[src/rtl/fp32_divider_if.sv]
// Operand/result bundle for the sequential binary32 divider.
// master: drives num/den, observes rdy/quo.  slave: the divider itself.
// Ports: num[31:0], den[31:0] (operands), rdy (result valid), quo[31:0] (result).
interface fp32_divider_if;
    logic [31:0] num;
    logic [31:0] den;
    logic        rdy;
    logic [31:0] quo;

    modport master (output num, output den, input rdy, input quo);
    modport slave  (input num, input den, output rdy, output quo);
endinterface

[src/rtl/fp32_divider.sv]
// Sequential IEEE-754 binary32 divider (quo = num / den, RNE), exact mantissa long division.
// Latency: rdy rises QBITS+2 edges after LOAD (28 at default); special operands 2 edges with early path.
// No backpressure: runs free, re-evaluates when num/den differ from the captured copy once DONE.
//
// Ports: clk (rising edge), rst (async, active-low), bus (fp32_divider_if.slave: num, den in; rdy, quo out).
// Optional macro FP32_DIV_EARLY_SPECIAL_EN: zero/inf/NaN/denormal operands bypass DIV/RND and
// the result is loaded at the LOAD edge; result values are identical either way.
module fp32_divider #(
    parameter int QBITS = 26    // quotient bits: 24 mantissa + guard + round (>= 26)
) (
    input  logic          clk,
    input  logic          rst,
    fp32_divider_if.slave bus
);

    localparam int CW = $clog2(QBITS + 1);

    typedef enum logic [1:0] {LOAD, DIV, RND, DONE} state_t;

    state_t state, state_nxt;

    // Captured operands and working registers
    logic [31:0]       num_q, den_q;
    logic              sign_q;
    logic              special_q;
    logic [31:0]       special_val_q;
    logic signed [9:0] exp_q;
    logic [23:0]       mb_q;
    logic [25:0]       rem_q;
    logic [QBITS-1:0]  q_q;
    logic [CW-1:0]     cnt_q;
    logic [31:0]       quo_q;
    logic              rdy_q;

    // ------------------------------------------------------------------
    // Input unpack and classification (used at the LOAD edge)
    // ------------------------------------------------------------------
    logic [7:0]        ea, eb;
    logic [22:0]       fa, fb;
    logic              a_nan, b_nan, a_inf, b_inf, a_zero, b_zero;
    logic              in_sign, in_special;
    logic [31:0]       in_special_val;
    logic [23:0]       ma, mb;
    logic              pre_shift;
    logic signed [9:0] exp_in;
    logic [25:0]       rem_init;
    logic              changed;

    always_comb begin
        ea      = bus.num[30:23];
        eb      = bus.den[30:23];
        fa      = bus.num[22:0];
        fb      = bus.den[22:0];
        a_nan   = (&ea) && (|fa);
        b_nan   = (&eb) && (|fb);
        a_inf   = (&ea) && !(|fa);
        b_inf   = (&eb) && !(|fb);
        // Denormals are flushed: a zero exponent field is treated as zero.
        a_zero  = (ea == 8'd0);
        b_zero  = (eb == 8'd0);
        in_sign = bus.num[31] ^ bus.den[31];

        in_special = a_nan | b_nan | a_inf | b_inf | a_zero | b_zero;
        if (a_nan || b_nan || (a_zero && b_zero) || (a_inf && b_inf))
            in_special_val = 32'h7fc0_0000;
        else if (b_zero || a_inf)
            in_special_val = {in_sign, 8'hff, 23'd0};
        else
            in_special_val = {in_sign, 31'd0};

        ma        = {1'b1, fa};
        mb        = {1'b1, fb};
        // Pre-shifting the smaller numerator keeps the quotient in [1,2),
        // so the first developed bit is always the hidden one.
        pre_shift = (ma < mb);
        exp_in    = $signed({2'b00, ea}) - $signed({2'b00, eb}) + 10'sd127
                    - (pre_shift ? 10'sd1 : 10'sd0);
        rem_init  = pre_shift ? {1'b0, ma, 1'b0} : {2'b00, ma};

        changed   = (bus.num != num_q) || (bus.den != den_q);
    end

    // ------------------------------------------------------------------
    // Restoring division step
    // ------------------------------------------------------------------
    logic        ge;
    logic [25:0] diff;

    always_comb begin
        ge   = (rem_q >= {2'b00, mb_q});
        diff = rem_q - {2'b00, mb_q};
    end

    // ------------------------------------------------------------------
    // Round to nearest even, renormalise, range check
    // ------------------------------------------------------------------
    logic [23:0]       mant;
    logic              g_bit, r_bit, s_bit, round_up;
    logic [24:0]       sum;
    logic [22:0]       frac;
    logic signed [9:0] exp_r;
    logic [31:0]       rounded;

    always_comb begin
        mant     = q_q[QBITS-1 -: 24];
        g_bit    = q_q[QBITS-25];
        r_bit    = q_q[QBITS-26];
        // Any quotient bits below round (QBITS > 26) fold into sticky with the remainder.
        s_bit    = (rem_q != 26'd0) || ((q_q << 26) != '0);
        round_up = g_bit & (r_bit | s_bit | mant[0]);
        sum      = {1'b0, mant} + {24'd0, round_up};
        frac     = sum[24] ? sum[23:1] : sum[22:0];
        exp_r    = exp_q + (sum[24] ? 10'sd1 : 10'sd0);
        if (exp_r > 10'sd254)
            rounded = {sign_q, 8'hff, 23'd0};
        else if (exp_r < 10'sd1)
            rounded = {sign_q, 31'd0};
        else
            rounded = {sign_q, exp_r[7:0], frac};
    end

    // ------------------------------------------------------------------
    // FSM: state register
    // ------------------------------------------------------------------
    always_ff @(posedge clk or negedge rst) begin
        if (!rst)
            state <= LOAD;
        else
            state <= state_nxt;
    end

    // FSM: next state
    always_comb begin
        state_nxt = state;
        case (state)
            LOAD: begin
`ifdef FP32_DIV_EARLY_SPECIAL_EN
                state_nxt = in_special ? DONE : DIV;
`else
                state_nxt = DIV;
`endif
            end
            DIV:     state_nxt = (cnt_q == CW'(QBITS - 1)) ? RND : DIV;
            RND:     state_nxt = DONE;
            DONE:    state_nxt = changed ? LOAD : DONE;
            default: state_nxt = LOAD;
        endcase
    end

    // FSM: outputs / datapath controls
    logic        ld_en, div_en, quo_ld, rdy_d;
    logic [31:0] quo_d;

    always_comb begin
        ld_en  = 1'b0;
        div_en = 1'b0;
        quo_ld = 1'b0;
        quo_d  = quo_q;
        rdy_d  = 1'b0;
        case (state)
            LOAD: begin
                ld_en = 1'b1;
`ifdef FP32_DIV_EARLY_SPECIAL_EN
                if (in_special) begin
                    quo_ld = 1'b1;
                    quo_d  = in_special_val;
                end
`endif
            end
            DIV: div_en = 1'b1;
            RND: begin
                quo_ld = 1'b1;
                quo_d  = special_q ? special_val_q : rounded;
                rdy_d  = 1'b1;
            end
            DONE:    rdy_d = !changed;
            default: rdy_d = 1'b0;
        endcase
    end

    // ------------------------------------------------------------------
    // Datapath registers
    // ------------------------------------------------------------------
    always_ff @(posedge clk or negedge rst) begin
        if (!rst) begin
            num_q         <= 32'd0;
            den_q         <= 32'd0;
            sign_q        <= 1'b0;
            special_q     <= 1'b0;
            special_val_q <= 32'd0;
            exp_q         <= 10'sd0;
            mb_q          <= 24'd0;
            rem_q         <= 26'd0;
            q_q           <= '0;
            cnt_q         <= '0;
            quo_q         <= 32'd0;
            rdy_q         <= 1'b0;
        end else begin
            if (ld_en) begin
                num_q         <= bus.num;
                den_q         <= bus.den;
                sign_q        <= in_sign;
                special_q     <= in_special;
                special_val_q <= in_special_val;
                exp_q         <= exp_in;
                mb_q          <= mb;
                rem_q         <= rem_init;
                q_q           <= '0;
                cnt_q         <= '0;
            end
            if (div_en) begin
                rem_q <= ge ? {diff[24:0], 1'b0} : {rem_q[24:0], 1'b0};
                q_q   <= {q_q[QBITS-2:0], ge};
                cnt_q <= cnt_q + 1'b1;
            end
            if (quo_ld)
                quo_q <= quo_d;
            rdy_q <= rdy_d;
        end
    end

    assign bus.quo = quo_q;
    assign bus.rdy = rdy_q;

endmodule

[src/flat_wrapper.sv]
// flat-port wrapper written by rule: the top's interface ports become plain ports
module fp32_divider_flat 
#(
    parameter int QBITS = 26                                                         
)
  (clk, rst, bus_num, bus_den, bus_rdy, bus_quo);
  fp32_divider_if bus_i ();
  input  logic clk;
  input  logic rst;
  input wire logic [$bits(bus_i.num)-1:0] bus_num;
  input wire logic [$bits(bus_i.den)-1:0] bus_den;
  output wire logic [$bits(bus_i.rdy)-1:0] bus_rdy;
  output wire logic [$bits(bus_i.quo)-1:0] bus_quo;
  assign bus_i.num = bus_num;
  assign bus_i.den = bus_den;
  assign bus_rdy = bus_i.rdy;
  assign bus_quo = bus_i.quo;
  fp32_divider #(.QBITS(QBITS)) u_core (.clk(clk), .rst(rst), .bus(bus_i));
endmodule
[config.mk]
export PLATFORM = sky130hd
export DESIGN_NAME = fp32_divider_flat
export DESIGN_NICKNAME = d
export VERILOG_FILES = /design/src/rtl/fp32_divider_if.sv /design/src/rtl/fp32_divider.sv /design/src/flat_wrapper.sv
export SDC_FILE = /design/constraint.sdc
export NUM_CORES = 1
export LEC_CHECK = 0
export CORE_ASPECT_RATIO = 1.4
export CORE_MARGIN = 2
export CORE_UTILIZATION = 45
export DETAILED_ROUTE_END_ITERATION = 12
export PLACE_DENSITY = 0.69
export SLEW_MARGIN = 25
export SYNTH_ARGS = -nofsm -noshare
export SYNTH_HDL_FRONTEND = slang
export SYNTH_SLANG_ARGS = --single-unit
[constraint.sdc]
create_clock -name clk -period 4.8 [get_ports clk]
set_input_delay 0.96 -clock clk [delete_from_list [all_inputs] [get_ports clk]]
set_output_delay 0.96 -clock clk [all_outputs]
set_load 0.05 [all_outputs]
---- Word-level counts from Yosys, hierarchy flattened ----
Cells that the tools add are included.
word-level totals
  register bits after elaboration ......... 224
  latch bits .............................. 0
  bits in writable memories ............... 0
  memory bits (read-only) ................. 0
  input port bits ......................... 66
  output and inout port bits .............. 33
  logic and storage cells ................. 86
  memories kept ........................... 0
cells by class
  $add $sub $neg .......................... 7
  $mul .................................... 0
  div/mod/pow operators ................... 0
  $lt $le $gt $ge ......................... 4
  equality and inequality tests ........... 6
  shifts and indexed selects .............. 0
  muxes and demuxes ....................... 23
  bitwise operators ....................... 9
  reduce and logical (&&, ||, !) cells .... 24
operator list
  operator                                                                          count
  26-bit two-way mux                                                                5
  31-bit two-way mux                                                                3
  32-bit two-way mux                                                                2
  32-bit != test                                                                    2
  23-bit OR reduction                                                               2
  26-bit by 24-bit >= comparator with 1-bit output                                  1
  26-bit nonzero test                                                               1
  24-bit by 1-bit adder with 25-bit output                                          1
  25-bit two-way mux                                                                1
  25-bit by 24-bit subtractor with 25-bit output                                    1
  24-bit less-than comparator                                                       1
  23-bit two-way mux                                                                1
  8-bit logical NOT                                                                 2
  8-bit AND reduction                                                               2
  10-bit adder                                                                      1
  10-bit by 8-bit adder with 10-bit output, second input constant                   1
  10-bit by 9-bit greater-than comparator with 1-bit output, second input constant  1
  10-bit by 2-bit less-than comparator with 1-bit output, second input constant     1
  5-bit two-way mux                                                                 2
  10-bit subtractor                                                                 1
  8-bit by 8-bit subtractor with 9-bit output                                       1
  2-bit one-hot mux with 4 select lines                                             1
  1-bit bitwise OR                                                                  7
  1-bit logical AND                                                                 6
  14 further kinds                                                                  26

---- Logic depth before layout (Yosys ltp) ----
  depth in word-level cells ............... 11
  depth in mapped cells ................... 21
  gate-level depth less buffers ........... 18

---- Least setup slack after synthesis ----
Ideal clock, no wire load.
  path kind ............................... input port to flip-flop
  from .................................... in bus_den[16]
  to ...................................... reg u_core.exp_q[9]
  library setup time ...................... 0.066 ns
  arrival time ............................ 4.400 ns
  data required time ...................... 4.734 ns
  slack ................................... 0.334 ns
  stages .................................. 21
  buffers on the path ..................... 3
  cell sequence ........................... inv_1 -> ha_1 -> o21a_1 -> o2111ai_1 -> or3_1 -> a211oi_1 -> or3b_1 -> buf_2 -> buf_4 -> buf_4 -> ha_1 -> ha_1 -> fa_1 -> a21oi_1 -> nor2_1 -> nor2_1 -> nor2b_1 -> o21ai_0 -> nand2b_1 -> a211oi_1 -> a22o_1
on the way
  longest elaborated chain between the ends .. 3
RTL lines
  item                         RTL line             source
  from (decl)                  flat_wrapper.sv:11   input wire logic [$bits(bus_i.den)-1:0] bus_den;
  24-bit less-than comparator  fp32_divider.sv:75   pre_shift = (ma < mb);
  1-bit two-way mux            fp32_divider.sv:77   - (pre_shift ? 10'sd1 : 10'sd0);
  10-bit subtractor            fp32_divider.sv:77
  to (signal assigned)         fp32_divider.sv:205  exp_q <= exp_in;
  to (decl)                    fp32_divider.sv:27   logic signed [9:0] exp_q;
Every way passes these cells.
A chain may end at the register's enable or synchronous reset.

---- Final worst setup path ----
  from .................................... reg u_core.q_q[2]
  to ...................................... reg u_core.quo_q[15], in the netlist u_core.bus.quo[15]
on the way
  longest elaborated chain between the ends .. 9
  elaborated cells between the ends (all ways) .. 11
  those cells by class .................... add/sub: 2; order compare: 2; mux: 5; bitwise: 2
RTL lines
  item                                                    RTL line             source
  from (decl)                                             fp32_divider.sv:30   logic [QBITS-1:0] q_q;
  from (signal assigned)                                  fp32_divider.sv:213  q_q <= {q_q[QBITS-2:0], ge};
  1-bit bitwise OR                                        fp32_divider.sv:110  round_up = g_bit & (r_bit | s_bit | mant[0]);
  1-bit bitwise AND                                       fp32_divider.sv:110
  24-bit by 1-bit adder with 25-bit output (*)            fp32_divider.sv:111  sum = {1'b0, mant} + {24'd0, round_up};
  1-bit two-way mux                                       fp32_divider.sv:113  exp_r = exp_q + (sum[24] ? 10'sd1 : 10'sd0);
  10-bit adder                                            fp32_divider.sv:113
  10-bit by 2-bit less-than comparator with 1-bit output  fp32_divider.sv:116  else if (exp_r < 10'sd1)
  31-bit two-way mux                                      fp32_divider.sv:116
  31-bit two-way mux (*)                                  fp32_divider.sv:114  if (exp_r > 10'sd254)
  32-bit two-way mux (*)                                  fp32_divider.sv:173  quo_d = special_q ? special_val_q : rounded;
  to (signal assigned)                                    fp32_divider.sv:217  quo_q <= quo_d;
  to (decl)                                               fp32_divider.sv:32   logic [31:0] quo_q;
Every way passes the cells marked *; elsewhere a longest branch is shown, timed or not.

==> impl_metrics.yaml <==
run_status:
  status: "finished clean"
placement:
  dp_hpwl_mm: 23.3
  portBuffers: 98
  place_congestion: 0.940
routing:
  wl_met3_mm: 1.18
  drt_first_pass_iters: 5
  wl_met2_mm: 15.6
  vias: 9698
  wl_per_cell_um: 17.6
  avgViaCountPerCell: 5.60
  dr.max_layer_used: "met4"
  totalWireLength_mm: 30.5
  drc: 0
  drtIter0Drc: 615
  ant_nets: 0
  met1_length_mm: 12.4
setup_path:
  cp.buffers_inverters: 2
  reg2reg_slack_ns: 0.39
  crit_fanout: 5
  path_cells: "and2_1 > ha_1 > nand3_1 > nor2_2 > nand3_1 > nor4_4 > nand3_1 > inv_1 > ha_1 > nand3_1 > nor2_2 > xnor2_1 > a31oi_1 > or4_1 > o21ai_1 > or2_1 > nand3b_1 > buf_4 > o21ai_0"
  rr_startpoint: "u_core.q_q[2]"
  startpoint_type: "flip-flop"
  reg2reg_depth: 19
  required_ns: 5.09
  max_stage_delay_ns: 0.42
  crit_path_frequent_cell: "nand3_1"
  path_class: "flip-flop to flip-flop"
  cp.arrival_ns: 4.70
  r2r-end: "u_core.bus.quo[15]"
  worstSetupEndpointType: "flip-flop"
  crit_family: "simple AND/OR/NAND/NOR gates"
  slowest_stage: "dfrtp_1"
power_and_ir_drop:
  p_clk_share_pct: 20.4
  p_total_mw: 6.68
  p_leak_nw: 6.04
  internal-power_mw: 3.87
  seq_power_share_pct: 32.9
  p_sw_mw: 2.81
  ir_drop_uv: 343
  combPwrFrac_pct: 46.8
  power_per_cell_area_nw_per_um2: 500
  sw_frac_of_total_pct: 42.1
hold_path:
  hold_end: "u_core.mb_q[23]"
  hp-start: "u_core.mb_q[23]"
  worstHoldPathCells: 2
  hold_path_class: "flip-flop to flip-flop"
timing:
  slew_violations: 0
  tightestPinTransition_ns: 0.833
  setup_viol_count_final: 0
  fin_crit_ns: 4.41
  fmaxAchievable_mhz: 227
  period_share_pct: 91.8
  slew_headroom_pct: 44.3
  finalClockSkew_ns: 0.00866
  finalHoldViolations: 0
  fin_tns_setup_ns: 0
die:
  dieWidth_um: 137
  num_rows: 68
  io_pins: 99
  core_um2: 24600
  dieArea_um2: 26200
  fp.dieH_um: 191
  start_util_pct: 45.6
synth:
  yosysWarningCount: 0
  synthArstFlopShare_pct: 100
  ys_types: 62
  synth_top_area_share_pct: 38.4
  yosys-top-cells-area: "dfrtp_1, nand2_1, xnor2_1"
  synth_edf_count: 0
  syn_area_um2: 11200
  synth.avg_cell_area_um2: 8.68
  syn_nets: 1427
  seq_area_frac_synth_pct: 38.4
  ys_ff_latch: 172
  synth.most_common_cell: "nand2_1"
  synth_flop_cell: "dfrtp_1"
  synth.largest_area_cell: "dfrtp_1"
  synth.top_cells.by_count: "nand2_1, dfrtp_1, xnor2_1, o21ai_0, inv_1"
  synthCells: 1291
global_route:
  antenna_found_initial: 0
  grt_pass1_vias: 9528
  grtUsageTotal_pct: 24.4
  grt_pass1_wl_mm: 49.5
  grt_max_degree: 94
  grt-ovfl-total: 0
final_layout:
  n_antenna_cell: 0
  syn2layout_area_growth_pct: 19.4
  layout-drive-gt1-share_pct: 7.97
  nets: 1541
  fillers: 2277
clock_tree:
  clock_tree.buffer_depth: 2
  cts.sinks: 172
  cts_hold_buf: 0
  cts_tree: "yes"
  insertion_delay_ns: 0.44
  cts_max_level: 4
  clkTransAtPathRegs_ns: 0.07
  clockRootBuffer: "clkbuf_16"
  cts_buffers: 17
flow_run:
  max_cap_viol_count: 0
## metrics by stage
stage	hold slack (ns)	instances	util, %	cell area (µm²)	worst slack [ns]
5_1_grt	0.496	1733	54.4	13400	-0.00470
6_report	0.454	1733	54.4	13400	0.395
3_5_place_dp	0.438	1699	51.9	12800	0.0215
4_1_cts	0.456	1731	54.3	13300	0.172
3_3_place_gp	0.434	1699	51.9	12800	0.0357
2_1_floorplan	0.418	1291	-	11200	0.334
## sequential cells by signal (all words and copies together), names as in the netlist, 2 cells and up
register	cells
u_core.special_val_q	3
u_core.cnt_q	5
u_core.q_q	26
u_core.exp_q	10
u_core.state	2
u_core.den_q	9
u_core.num_q	32
u_core.mb_q	24
u_core.bus.quo	32
u_core.rem_q	26
## per-layer routing
layer	vias up	track usage, %
met5	-	0
met4	0	11.7
met3	57	2.84
met2	273	42.6
met1	4640	29.5
li1	4728	-
## tightest hold or removal path, delay by kind of cell (launching register included)
| kind | cells | cell delay, ns |
|---|---|---|
| DFF | 1 | 0.33 |
| buffers and inverters | 1 | 0.05 |
| and+or+nand+nor | 1 | 0.05 |
## timing repair
item / CTS / global route
buffers inserted: 0 / 2
setup endpoints to repair: 0 / 13
gates resized for setup: 0 / 2
## power groups by stage
| stage | logic, mW | registers [mW] | clock network [mW] |
|---|---|---|---|
| 2_1_floorplan | 1.97 | 2.48 | 0 |
| 4_1_cts | 3.13 | 2.19 | 1.38 |
| 3_3_place_gp | 3.06 | 2.20 | 0 |
| 6_report | 3.12 | 2.20 | 1.36 |
| 3_5_place_dp | 3.11 | 2.22 | 0 |
| 5_1_grt | 3.47 | 2.25 | 1.44 |
## cell type report
type	instances	area, µm²	share of cell area (%)
clock buffer	17	425	3.18
clock inverter	15	151	1.13
inverter	83	312	2.33
multi-input combinational	975	6350	47.5
sequential	172	4310	32.2
tap	315	394	2.95
timing repair buffer	156	1430	10.7
## how the worst max path moves through the flow
stage                        startpoint                 end  slack (ns)  cells after the start
after floorplan             bus_den[16]     u_core.exp_q[9]        0.33                     21
after global placement      bus_den[21]     u_core.exp_q[9]        0.04                     19
after detailed placement    bus_den[21]     u_core.exp_q[9]        0.02                     19
after CTS                 u_core.q_q[2]  u_core.bus.quo[15]        0.17                     18
after global routing      u_core.q_q[2]  u_core.bus.quo[17]      -0.005                     19
final                     u_core.q_q[2]  u_core.bus.quo[15]        0.39                     19
## logic make-up after synthesis
family,synth area share [%]
compound gates,16.2
simple gates,18.5
mux,3.70
flops,38.4
xor+xnor,9.93
buf+inv,5.18
fa+ha+maj,8.02
## layout by cell type (no fill, tap or decap), types with 5 or more instances in the layout
master / netlist / final
dfrtp_1: 172 / 171
o21bai_1: 9 / 9
xnor2_1: 103 / 103
o22ai_1: 14 / 14
o21ai_0: 89 / 89
and3_1: 6 / 6
nor2_1: 61 / 59
inv_1: 83 / 83
a31oi_1: 17 / 17
nand2_1: 250 / 250
mux2i_1: 29 / 29
clkdlybuf4s50_1: 0 / 97
a21oi_1: 48 / 48
a211oi_1: 7 / 7
nor4_1: 21 / 21
nor2b_1: 7 / 6
mux2_2: 11 / 11
xor2_1: 24 / 24
nor3_1: 13 / 13
ha_1: 67 / 67
nand2b_1: 8 / 8
buf_4: 2 / 57
a22o_1: 28 / 28
or4_1: 6 / 6
a21o_1: 19 / 19
o21ai_1: 5 / 5
nand3_1: 28 / 28
o21a_1: 5 / 5
o221ai_1: 12 / 12
nand4_1: 35 / 35
clkbuf_16: 0 / 17
No activity file was read; power rests on OpenSTA's default activity.
